<file path="src/rtl/psum_accumulate_writer.sv">
// psum_accumulate_writer: read-modify-write psum accumulator, 3-stage
// pipeline (A accept/read, B add, C write) with C/D address forwarding.
// Ports: clk, reset (async, active-high); in_* tuple handshake with
//   in_ready/await; mem_rd_*/mem_wr_* to a read-first synchronous SRAM;
//   busy (RUN/DRAIN) and done (one-cycle pulse after the last write).
// Optional macro PSUM_SATURATE_EN: signed saturating add in stage B.
module psum_accumulate_writer #(
  parameter int n_WIDTH = 3,
  parameter int p_WIDTH = 5,
  parameter int t_WIDTH = 3,
  parameter int E_WIDTH = 6,
  parameter int F_WIDTH = 6,
  parameter int D_WIDTH = 16,
  localparam int A_WIDTH =
    n_WIDTH + p_WIDTH + t_WIDTH + E_WIDTH + F_WIDTH
) (
  input  logic                       clk,
  input  logic                       reset,
  input  logic                       in_valid,
  output logic                       in_ready,
  output logic                       await,
  input  logic [n_WIDTH-1:0]         in_psum_index,
  input  logic [p_WIDTH+t_WIDTH-1:0] in_channel_index,
  input  logic [E_WIDTH-1:0]         in_row_index,
  input  logic [F_WIDTH-1:0]         in_col_index,
  input  logic [D_WIDTH-1:0]         in_data,
  input  logic                       in_first,
  input  logic                       in_last,
  output logic                       mem_rd_en,
  output logic [A_WIDTH-1:0]         mem_rd_addr,
  input  logic [D_WIDTH-1:0]         mem_rd_data,
  output logic                       mem_wr_en,
  output logic [A_WIDTH-1:0]         mem_wr_addr,
  output logic [D_WIDTH-1:0]         mem_wr_data,
  output logic                       busy,
  output logic                       done
);

  typedef enum logic [1:0] {
    IDLE,
    RUN,
    DRAIN,
    DONE
  } state_t;

  state_t state, state_nx;

  logic               accept;
  logic [A_WIDTH-1:0] in_addr;

  logic               b_valid;
  logic [A_WIDTH-1:0] b_addr;
  logic [D_WIDTH-1:0] b_data;
  logic               b_first;

  logic               c_valid;
  logic [A_WIDTH-1:0] c_addr;
  logic [D_WIDTH-1:0] c_data;

  logic               d_valid;
  logic [A_WIDTH-1:0] d_addr;
  logic [D_WIDTH-1:0] d_data;

  logic [D_WIDTH-1:0] operand;
  logic [D_WIDTH-1:0] sum;

  assign in_addr = {in_psum_index, in_channel_index,
                    in_row_index, in_col_index};

  assign in_ready = (state == IDLE) || (state == RUN);
  assign await    = ~in_ready;
  assign accept   = in_valid && in_ready;
  assign busy     = (state == RUN) || (state == DRAIN);
  assign done     = (state == DONE);

  assign mem_rd_en   = accept && !in_first;
  assign mem_rd_addr = in_addr;

  assign mem_wr_en   = c_valid;
  assign mem_wr_addr = c_addr;
  assign mem_wr_data = c_data;

  // C holds the write on the bus this cycle, D the one committed last
  // edge; the read for B missed both, so the newest matching one wins.
  always_comb begin
    operand = mem_rd_data;
    if (b_first) begin
      operand = '0;
    end else if (c_valid && (c_addr == b_addr)) begin
      operand = c_data;
    end else if (d_valid && (d_addr == b_addr)) begin
      operand = d_data;
    end
  end

`ifdef PSUM_SATURATE_EN
  localparam logic [D_WIDTH-1:0] SAT_MAX =
    {1'b0, {(D_WIDTH-1){1'b1}}};
  localparam logic [D_WIDTH-1:0] SAT_MIN =
    {1'b1, {(D_WIDTH-1){1'b0}}};

  logic [D_WIDTH:0] sum_wide;

  // One guard bit: overflow when it disagrees with the sign bit.
  always_comb begin
    sum_wide = {operand[D_WIDTH-1], operand}
             + {b_data[D_WIDTH-1], b_data};
    sum = sum_wide[D_WIDTH-1:0];
    if (sum_wide[D_WIDTH] != sum_wide[D_WIDTH-1]) begin
      sum = sum_wide[D_WIDTH] ? SAT_MIN : SAT_MAX;
    end
  end
`else
  assign sum = operand + b_data;
`endif

  always_comb begin
    state_nx = state;
    unique case (state)
      IDLE: begin
        if (accept) begin
          state_nx = in_last ? DRAIN : RUN;
        end
      end
      RUN: begin
        if (accept && in_last) begin
          state_nx = DRAIN;
        end
      end
      // No accepts in DRAIN, so once B is empty C holds the final
      // write and both stages are empty after this edge.
      DRAIN: begin
        if (!b_valid) begin
          state_nx = DONE;
        end
      end
      DONE: begin
        state_nx = IDLE;
      end
      default: begin
        state_nx = IDLE;
      end
    endcase
  end

  always_ff @(posedge clk or posedge reset) begin
    if (reset) begin
      state <= IDLE;
    end else begin
      state <= state_nx;
    end
  end

  always_ff @(posedge clk or posedge reset) begin
    if (reset) begin
      b_valid <= 1'b0;
      b_addr  <= '0;
      b_data  <= '0;
      b_first <= 1'b0;
      c_valid <= 1'b0;
      c_addr  <= '0;
      c_data  <= '0;
      d_valid <= 1'b0;
      d_addr  <= '0;
      d_data  <= '0;
    end else begin
      b_valid <= accept;
      if (accept) begin
        b_addr  <= in_addr;
        b_data  <= in_data;
        b_first <= in_first;
      end
      c_valid <= b_valid;
      if (b_valid) begin
        c_addr <= b_addr;
        c_data <= sum;
      end
      d_valid <= c_valid;
      if (c_valid) begin
        d_addr <= c_addr;
        d_data <= c_data;
      end
    end
  end

endmodule

</file>
<file path="config.mk">
export PLATFORM = sky130hd
export DESIGN_NAME = psum_accumulate_writer
export DESIGN_NICKNAME = d
export VERILOG_FILES = /design/src/rtl/psum_accumulate_writer.sv
export SDC_FILE = /design/constraint.sdc
export NUM_CORES = 1
export LEC_CHECK = 0
export CORE_MARGIN = 10
export CORE_UTILIZATION = 50
export DETAILED_ROUTE_END_ITERATION = 8
export GPL_TIMING_DRIVEN = 0
export PLACE_DENSITY = 0.78
export SLEW_MARGIN = 10
export SYNTH_ARGS = -nofsm -noshare
export SYNTH_HDL_FRONTEND = slang
export SYNTH_SLANG_ARGS = --single-unit
</file>
<file path="constraint.sdc">
create_clock -name clk -period 12.5 [get_ports clk]
set_input_delay 3.125 -clock clk [delete_from_list [all_inputs] [get_ports clk]]
set_output_delay 3.125 -clock clk [all_outputs]
set_load 0.1 [all_outputs]
</file>
Word level (Yosys, flattened, before mapping). Index checks and enable logic that the tools add are counted.

$add $sub $neg: 1. Equality and inequality tests: 8. Bitwise operators: 1. Mux-type cells: 8. Reductions and logical operators: 10.

Operators by type and width (number): 16-bit 2-to-1 mux (3); 23-bit equality test (2); 16-bit adder (1); 2-bit 2-to-1 mux (4); 2-bit one-hot mux with 4 select lines (1); 1-bit logical AND (5); 2-bit equality test (second input constant) (2); 2-bit inequality test (second input constant) (2); 3-bit AND reduction (1); 2-bit by 1-bit equality test with 1-bit output (second input constant) (1); 2-bit logical NOT (1); 1-bit logical OR (2); 2-bit by 1-bit inequality test with 1-bit output (second input constant) (1); 1-bit logical NOT (1); 1-bit NOT (1).

Input bits: 60. Flip-flop bits (word level): 123. Output and inout port bits: 68.

Longest topological paths before layout. Gate-level depths: netlist (run 1).

Depth after elaboration: 6. Mapped depth: 19. Gate-level depth less buffers: 17.

Worst setup path after synthesis (run 1). OpenSTA, ideal clock, no wires.

Path type: input -> output. Start: input port in_valid. End: output port mem_rd_en. Path slack: 4.587 ns. Stages on the path: 3. Path buffers: 1. Data arrival time: 4.788 ns. Cells stage by stage: nand2_1 > buf_1 > nor2_1.

Word-level cells in the longest chain between the ends: 2.

RTL lines: start: declaration (line 19) `input logic in_valid,`; 1-bit logical AND (line 72) `assign accept = in_valid && in_ready;`; 1-bit logical AND (line 76) `assign mem_rd_en = accept && !in_first;`; end: declaration (line 29) `output logic mem_rd_en,`.

Every way passes these cells.

Worst setup path after layout (run 1). Ends and elaborated chain as after synthesis.

==> results of run 1 <==
[cells in the mapped netlist (2+ instances only)]
cell      number
o21ai_1        3
inv_1         11
or4_1          3
nand2b_1       3
dfrtp_1      123
nor3_1         3
nor2_1        31
nand4_1       15
a211oi_1      16
clkbuf_1       9
mux2i_1       17
a311oi_1       2
a21oi_1       10
a21o_1         2
o21ai_0        6
a211o_1        2
nand3_1        3
and3_1         2
xor2_1        20
o211ai_1       2
xnor2_1       39
nand2_1       12
buf_4         23
buf_1         11
mux2_2       110
nor4_1         5
ha_1          19
or3_1          3
[flip-flops by register name, summed over array words and instances (netlist names)]
signal,count
state,2
mem_wr_data,16
b_data,16
b_first,1
mem_wr_en,1
b_addr,23
b_valid,1
d_addr,23
d_data,16
mem_wr_addr,23
d_valid,1
[routing by layer]
layer	vias to the layer above	part of all wire [%]
li1	2141	-
met1	2280	41
met2	151	50
met3	32	6.6
met4	0	2.1
met5	-	0
[through the flow]
stage               utilization (%)  instance area [sq um]  setup WS (ns)  hold slack [ns]
floorplan                         -                   6380           4.59            0.416
global placement               62.6                   7860           3.87            0.387
finish                         67.5                   8490           3.89            0.405
global route                   67.5                   8490           3.80            0.439
detailed placement             62.8                   7900           3.86            0.392
CTS                            67.5                   8490           3.86            0.406
[area by class of cell]
type,count,area (sq um)
clock buffers,23,478
plain buffers,43,248
clock inverters,7,115
repair buffers,128,1300
flip-flops and latches,123,3080
fillers,930,4080
well taps,172,215
inverters,12,50.0
multi-input cells,345,3010
[worst max-delay path, delay by kind of cell]
family | cells | cell delay (ns)
simple gates | 2 | 0.34
buf+inv | 3 | 2.00
[cells by family (layout without fill, tap and decap cells)]
family	count (synthesis)	count (layout)	synth area share (%)
AOI/OAI and AO/OA	53	53	6.01
xor gates and xnor gates	59	59	8.10
adders and majority gates	20	20	4.04
buffers and inverters	55	213	4.59
DFF	123	123	48.3
muxes	128	128	22.3
and+or+nand+nor	85	85	6.65
[worst paths after layout]
| kind | startpoint | to | depth (start not counted) |
|---|---|---|---|
| worst max-delay path | in_valid | mem_rd_en | 5 |
| max in group asynchronous | reset | d_addr[8] | 3 |
| worst min-delay path | mem_wr_en | d_valid | 0 |
| worst max register to register | b_addr[22] | mem_wr_data[14] | 19 |
| min in group asynchronous | reset | b_data[12] | 2 |
| worst min register to register | mem_wr_en | d_valid | 0 |
==> results.cfg, run 1 <==
[status]
status = finished, final reports clean

[yosys]
syn_nets = 603
synthesis.area_sq_um = 6380
yosysWarningCount = 0
synth_edf_count = 0
synth_flop_cell = dfrtp_1
async_flop_share_pct = 100
synth_area_leader_cell = dfrtp_1
netlist_instances = 523
synth_area_leaders = dfrtp_1, mux2_2, xnor2_1
syn_area_per_cell_sq_um = 12.2
ys_types = 46
synth_seq_cells = 123
synth_top_area_share_pct = 48.3
yosysSeqAreaShare_pct = 48.3

[detailed_routing]
wl_microns = 16300
vias_per_cell = 5.40
dr.pass1.iters = 4
drc = 0
vias = 4604
final_antenna_net_count = 0
wl_per_cell_microns = 19.2
drt_iter0_drc = 337

[grt]
grt_max_degree = 83
grt_busiest_layer = met2
met3_usage_pct = 6.74
track_usage_pct = 19.0
grt_pass1_wl_microns = 26700
gr-usage-met1_pct = 21.8
grt_pass1_vias = 5035
grt-ovfl-total = 0
grt.met2_usage_pct = 32.0
antenna_found_initial = 0

[clocking]
cts_tree = built
clkTransAtPathRegs_ns = 0.06
cts_setup_buffers = 0
clock-root-buffer = clkbuf_16
cts_resized = 0
htreeDepth = 4
clockBufferDepth = 2
numCtsBuffers = 17
cts.sinks = 123
hold_buffers = 0
clock_latency_ns = 0.42

[critical_path]
crit_path_max_incr_delay_ns = 1.15
cp_common_cell = clkdlybuf4s50_1
end_kind = primary output
worst_path_max_delay_cell = clkdlybuf4s50_1
cp.required_ns = 9.38
start_kind = input port
crit_fanout = 10
cp_data_arrival_time_ns = 5.49
path_cells = clkdlybuf4s50_1, nand2_1, buf_1, nor2_1, clkdlybuf4s50_1
r2r_setup_slack_ns = 7.08
worstSetupPathType = input port to primary output

[layout]
nets = 750
fin_cells = 853
diodes = 0
areaGrowthSynthToFinish_pct = 33.1
final_cell_mix = clkdlybuf4s50_1, dfrtp_1, mux2_2
drive_above_1_share_pct = 24.1
final_common_cell = clkdlybuf4s50_1

[placed_design]
gp_congestion = 0.863
placement.io_buffers = 127
dp_cells = 823
dpl.hpwl_microns = 11900

[timing]
fin_tns_setup_ns = 0
hold_viol = 0
slew_headroom_pct = 30.6
drv_slew = 0
fin_crit_sh_pct = 68.9
setup_viol = 0
fin_crit_ns = 8.61
worst_pin_slew_ns = 1.04
clock.fmax_mhz = 116
finClkSkew_ns = 0.00856
rsz0062_at_grt = no

[floorplanning]
die_x_microns = 133
ios = 128
die_area_sq_um = 17700
start_util_pct = 50.7
die_h_microns = 133
num_rows = 41
core_area_sq_um = 12600

[hold_path]
hold_class = register to register

[flow_run]
maxCapViolations = 0
Power of run 1 is not shown: default switching activity piles up to over one toggle a cycle in this logic, so the estimate is an artifact.
==> inputs of run 2 (changes only) <==
==> constraint.sdc (replaced) <==
create_clock -name clk -period 8.95 [get_ports clk]
set_input_delay 2.2375 -clock clk [delete_from_list [all_inputs] [get_ports clk]]
set_output_delay 2.2375 -clock clk [all_outputs]
set_load 0.1 [all_outputs]
==> results of run 2 <==
Same layout as run 1 (identical final DEF). Status: finished, final reports clean.
Among the figures that moved: setup slack after placement 3.86 ns -> 2.09 ns; setup slack after layout 3.89 ns -> 2.11 ns; register-to-register setup slack 7.08 ns -> 3.53 ns
Power of run 2 is left out for the same reason.
==> inputs of run 3 (changes only) <==
--- a/config.mk
+++ b/config.mk
@@ -6,10 +6,10 @@
 export NUM_CORES = 1
 export LEC_CHECK = 0
 export CORE_MARGIN = 10
-export CORE_UTILIZATION = 50
+export CORE_UTILIZATION = 47
 export DETAILED_ROUTE_END_ITERATION = 8
 export GPL_TIMING_DRIVEN = 0
-export PLACE_DENSITY = 0.78
+export PLACE_DENSITY = 0.77
 export SLEW_MARGIN = 10
 export SYNTH_ARGS = -nofsm -noshare
 export SYNTH_HDL_FRONTEND = slang
==> constraint.sdc (replaced) <==
create_clock -name clk -period 5.7 [get_ports clk]
set_input_delay 1.425 -clock clk [delete_from_list [all_inputs] [get_ports clk]]
set_output_delay 1.425 -clock clk [all_outputs]
set_load 0.1 [all_outputs]
==> run 3 against run 2 <==
Effect of this change: cell count grew 0.70%; clock skew is 0.0036 ns higher; sequential share of layout area shrank 0.23 points; first-iteration DRC count up 1.8%.
==> results.cfg, run 3 (synthesis results as in run 1) <==
[floorplanning]
core_area_sq_um = 13200
die_h_microns = 136
die_x_microns = 136
num_rows = 42
die_area_sq_um = 18600
start_util_pct = 48.1
ios = 128

[hold_path]
hold_class = register to register
whs_path_depth = 0

[clocking]
clock-root-buffer = clkbuf_16
hold_buffers = 0
clock_latency_ns = 0.42
cts_tree = built
clkTransAtPathRegs_ns = 0.06
htreeDepth = 4
numCtsBuffers = 17
cts_setup_buffers = 0
clockBufferDepth = 2
cts.sinks = 123
cts_resized = 0

[layout]
diodes = 0
areaGrowthSynthToFinish_pct = 34.0
final_cell_mix = clkdlybuf4s50_1, dfrtp_1, mux2_2
drive_above_1_share_pct = 24.3
nets = 750
final_common_cell = clkdlybuf4s50_1

[detailed_routing]
dr.pass1.iters = 4
final_antenna_net_count = 0
vias_per_cell = 5.32
drt_iter0_drc = 343
wl_microns = 16400
drc = 0
wl_per_cell_microns = 19.0
vias = 4573

[critical_path]
start_kind = register
worstSetupPathType = register to register
critPathLaunch = b_addr[17]
r2r_setup_slack_ns = 0.46
crit_fanout = 10
r2r_cells = 19
end_kind = register
worstReg2RegStart = b_addr[17]
crit_end = mem_wr_data[14]
reg2reg_to = mem_wr_data[14]
cp_data_arrival_time_ns = 5.54
cp.required_ns = 6.00

[flow_run]
maxCapViolations = 0

[timing]
fin_crit_sh_pct = 91.9
fin_hold_ws_ns = 0.401
clock.fmax_mhz = 191
finClkSkew_ns = 0.0122
drv_slew = 0
setup_viol = 0
worst_pin_slew_ns = 1.03
fin_crit_ns = 5.24
rsz0062_at_grt = no
slew_headroom_pct = 31.0
hold_viol = 0

[grt]
track_usage_pct = 18.3
grt_pass1_wl_microns = 26600
grt_max_degree = 77
antenna_found_initial = 0
grt_pass1_vias = 4958
grt-ovfl-total = 0

[placed_design]
dpl.hpwl_microns = 12000
gp_congestion = 0.859
placement.io_buffers = 127

[status]
status = finished, final reports clean
run 3: layout make-up:
cell class | count | area [sq um]
fillers | 1023 | 4700
multi-input cells | 345 | 3010
repair buffers | 128 | 1300
clock buffers | 21 | 450
inverters | 12 | 50.0
well taps | 176 | 220
plain buffers | 43 | 248
flip-flops and latches | 123 | 3080
clock inverters | 11 | 193
run 3: worst min path at each step:
stage                         start        end
after floorplan             b_valid  mem_wr_en
after global placement    mem_wr_en    d_valid
final                     mem_wr_en    d_valid
after detailed placement  mem_wr_en    d_valid
after CTS                 mem_wr_en    d_valid
after global routing      mem_wr_en    d_valid
run 3: through the flow:
step | area [sq um] | TNS [ns] | std cells | util [%] | worst slack (ns)
after global placement | 7870 | -85.40 | 826 | 59.4 | -0.702
after detailed placement | 7900 | 0 | 827 | 59.7 | 0.495
after CTS | 8540 | 0 | 859 | 64.5 | 0.447
after global routing | 8540 | 0 | 859 | 64.5 | 0.125
final | 8540 | 0 | 859 | 64.5 | 0.463
after floorplan | 6380 | 0 | 523 | - | 0.121
run 3: routing by layer:
metal	routed length (microns)	GRT usage, %
met5	0	0
met4	240	5.80
met3	1120	6.13
met2	8400	31.0
met1	6590	21.2
run 3: critical path: stages, from the launching register on:
cell and delay (ns):
dfrtp_1 0.42, xnor2_1 0.28, nand4_1 0.13, or4_1 0.54
or3_1 0.34, clkbuf_1 0.27, clkbuf_1 0.43, mux2i_1 0.22
a211oi_1 0.30, ha_1 0.27, inv_1 0.07, fa_1 0.42
nor2b_1 0.14, o21ai_1 0.07, nand2b_1 0.13, a311o_1 0.26
nand3_1 0.10, a41oi_1 0.31, a211oi_1 0.13, a211o_1 0.28
Power of run 3 is left out for the same reason.
==> edit (settings of run 2) <==
Build with the macro `PSUM_SATURATE_EN` defined.
--- a/src/rtl/psum_accumulate_writer.sv
+++ b/src/rtl/psum_accumulate_writer.sv
@@ -6,2 +6,4 @@
 // Optional macro PSUM_SATURATE_EN: signed saturating add in stage B.
+`define PSUM_SATURATE_EN
+
 module psum_accumulate_writer #(
Function: changed (Yosys sat finds a counterexample within 4 cycles, from zero or initial values and one cycle with reset high).
==> edit against run 2 <==
Synthesized area grew 3.9%. Final area increased by 2.9%. Synthesized cell count up 7.1%. Sequential cell count stayed put. Worst setup slack improved by 13 ps. Wire length up 8.3%. Highest routed layer unchanged. Register-to-register slack improved by 660 ps. Fmax rose by 0.19%. Critical path depth unchanged. Critical path type unchanged. Critical endpoint unchanged. Largest cell class is now multi-input gates.
Power is not shown: default switching activity piles up to over one toggle a cycle in this logic, so the estimate is an artifact.
==> edit: results (changes against run 2) <==
The run finished with clean final reports. For the synthesized netlist net count, the log shows 641 (was 603). The logs give 28.4 mm (was 26.7 mm) for the first-pass GRT wire length and 263 (was 337) for the detailed router's first-iteration violation count. The pin count of the biggest net entering global routing came out at 90 (was 83). CTS root buffer: sky130_fd_sc_hd__clkbuf_16 (unchanged). The run gives 788 (was 750) as the number of nets at the end of the flow. The clock-pin transition on the worst setup and hold timing paths came out at 60 ps (about the same). The post-DP HPWL came out at 13.0 mm (was 11.9 mm). The mux contribution to synthesized area was 0.211 (was 0.223); the number of antenna violations at the first check in global routing was 0 (unchanged). Critical-path cell with the highest stage delay: sky130_fd_sc_hd__clkdlybuf4s50_1 (unchanged). The total met2 wirelength after detailed routing came out at 9.09 mm (was 8.14 mm). The final wirelength is 17.7 mm (was 16.3 mm). The sequential-to-total area share from yosys stat was 0.465 (was 0.483); the number of hold-slack violations in the final timing report was 0 (unchanged). The number of warnings reported in the yosys synthesis log was 0 (unchanged); the maximum cell stage delay along the critical path was 1150 ps (about the same). The logs give 5439 (was 5035) for the number of global-route vias before repair and 0.198 (was 0.190) for the overall track demand over capacity in global routing. The register-to-register setup slack is 4190 ps (was 3530 ps), and the async set-reset flop share out of synthesis is 1.00 (unchanged). The adder-cell area share of the yosys netlist came out at 0.0459 (was 0.0404). The fill cell instance count of the final layout came out at 936 (was 930).

The worst clock skew is 4.64 ps (was 8.56 ps). The run gives 0 (unchanged) as the post-cts resize count. Top metal layer carrying routed signals: met4 (unchanged).

The fraction of final layout cells sized beyond drive strength 1 works out to 0.255 (was 0.241). The met1 layer wirelength in the final routing was 7.14 mm (was 6.78 mm); the total of buffers placed on input and output ports was 127 (unchanged). The worst slew margin relative to its limit is 0.299 (was 0.306). The minimum hold slack is 373 ps (was 405 ps), and the clock latency of the later-clocked register in the worst-skew pair is 420 ps (about the same). The compound-gate portion of the synthesized area was 0.0863 (was 0.0600).

The tools report the post-synthesis cell type count as 53 (was 46). The global placer's final weighted congestion was 0.884 (was 0.863). Via density per instance: 5.37 (was 5.40).

The XOR/XNOR share of the synthesized area is 0.0754 (was 0.0810). Most common library cells after synthesis: 123 x sky130_fd_sc_hd__dfrtp_1, 102 x sky130_fd_sc_hd__mux2_2, 36 x sky130_fd_sc_hd__xor2_1 (was 123 x sky130_fd_sc_hd__dfrtp_1, 110 x sky130_fd_sc_hd__mux2_2, 39 x sky130_fd_sc_hd__xnor2_1). The routed wire length on met3 is 1.15 mm (was 1.08 mm), and the arrival time of data at the critical path endpoint is 4590 ps (was 4600 ps). Area contributors post-synth: sky130_fd_sc_hd__dfrtp_1 46%, sky130_fd_sc_hd__mux2_2 17%, sky130_fd_sc_hd__xor2_1 4.8% (was sky130_fd_sc_hd__dfrtp_1 48%, sky130_fd_sc_hd__mux2_2 19%, sky130_fd_sc_hd__xnor2_1 5.4%).
edit: changes by cell type in the layout (fill, tap and decap cells not counted), sizes merged, moves of 6 or more:
cell / change
inv: +13
xor2: +16
mux2: -6
xnor2: -18
o22ai: +12
nand4: -9
edit: cell type report:
type,instances,share of cell area
Sequential cell,123,0.352
Clock buffer,20,0.0511
Multi-Input combinational cell,366,0.364
Buffer,47,0.0318
Tap cell,172,0.0246
Clock inverter,11,0.0168
Inverter,24,0.0109
Timing Repair Buffer,128,0.149
edit: metrics by stage:
stage | std cells | utilization | cell area (sq um) | worst slack, ps
after global placement | 859 | 0.635 | 8110 | 1810
after CTS | 891 | 0.684 | 8730 | 2110
after global routing | 891 | 0.684 | 8730 | 2010
final | 891 | 0.684 | 8730 | 2130
after floorplan | 560 | - | 6620 | 2560
after detailed placement | 860 | 0.637 | 8140 | 2120
edit: kinds of logic (layout without fill, tap and decap cells):
logic type	after synthesis	in the layout
adders and majority gates	24	24
AOI/OAI and AO/OA	79	79
buffers and inverters	71	230
DFF	123	123
xor gates and xnor gates	57	57
muxes	125	125
and+or+nand+nor	81	81
edit: path summary, 6_finish.rpt:
kind,depth (start not counted),end,from
min in group asynchronous,2,d_data[13],reset
max in group asynchronous,3,d_addr[20],reset
min reg2reg,0,mem_wr_en,b_valid
max reg2reg,17,mem_wr_data[3],mem_wr_addr[20]
max,5,mem_rd_en,in_valid
min,0,mem_wr_en,b_valid
edit: metal layers:
layer  GRT usage  vias to the layer above
met5           0                        -
met4      0.0676                        0
met3      0.0660                       26
met2       0.349                      134
met1       0.218                     2370
li1            -                     2259
edit: worst max-delay path, delay by kind of cell:
| kind | cells | cell delay [ps] |
|---|---|---|
| buf+inv | 3 | 1980 |
| simple gates | 2 | 360 |
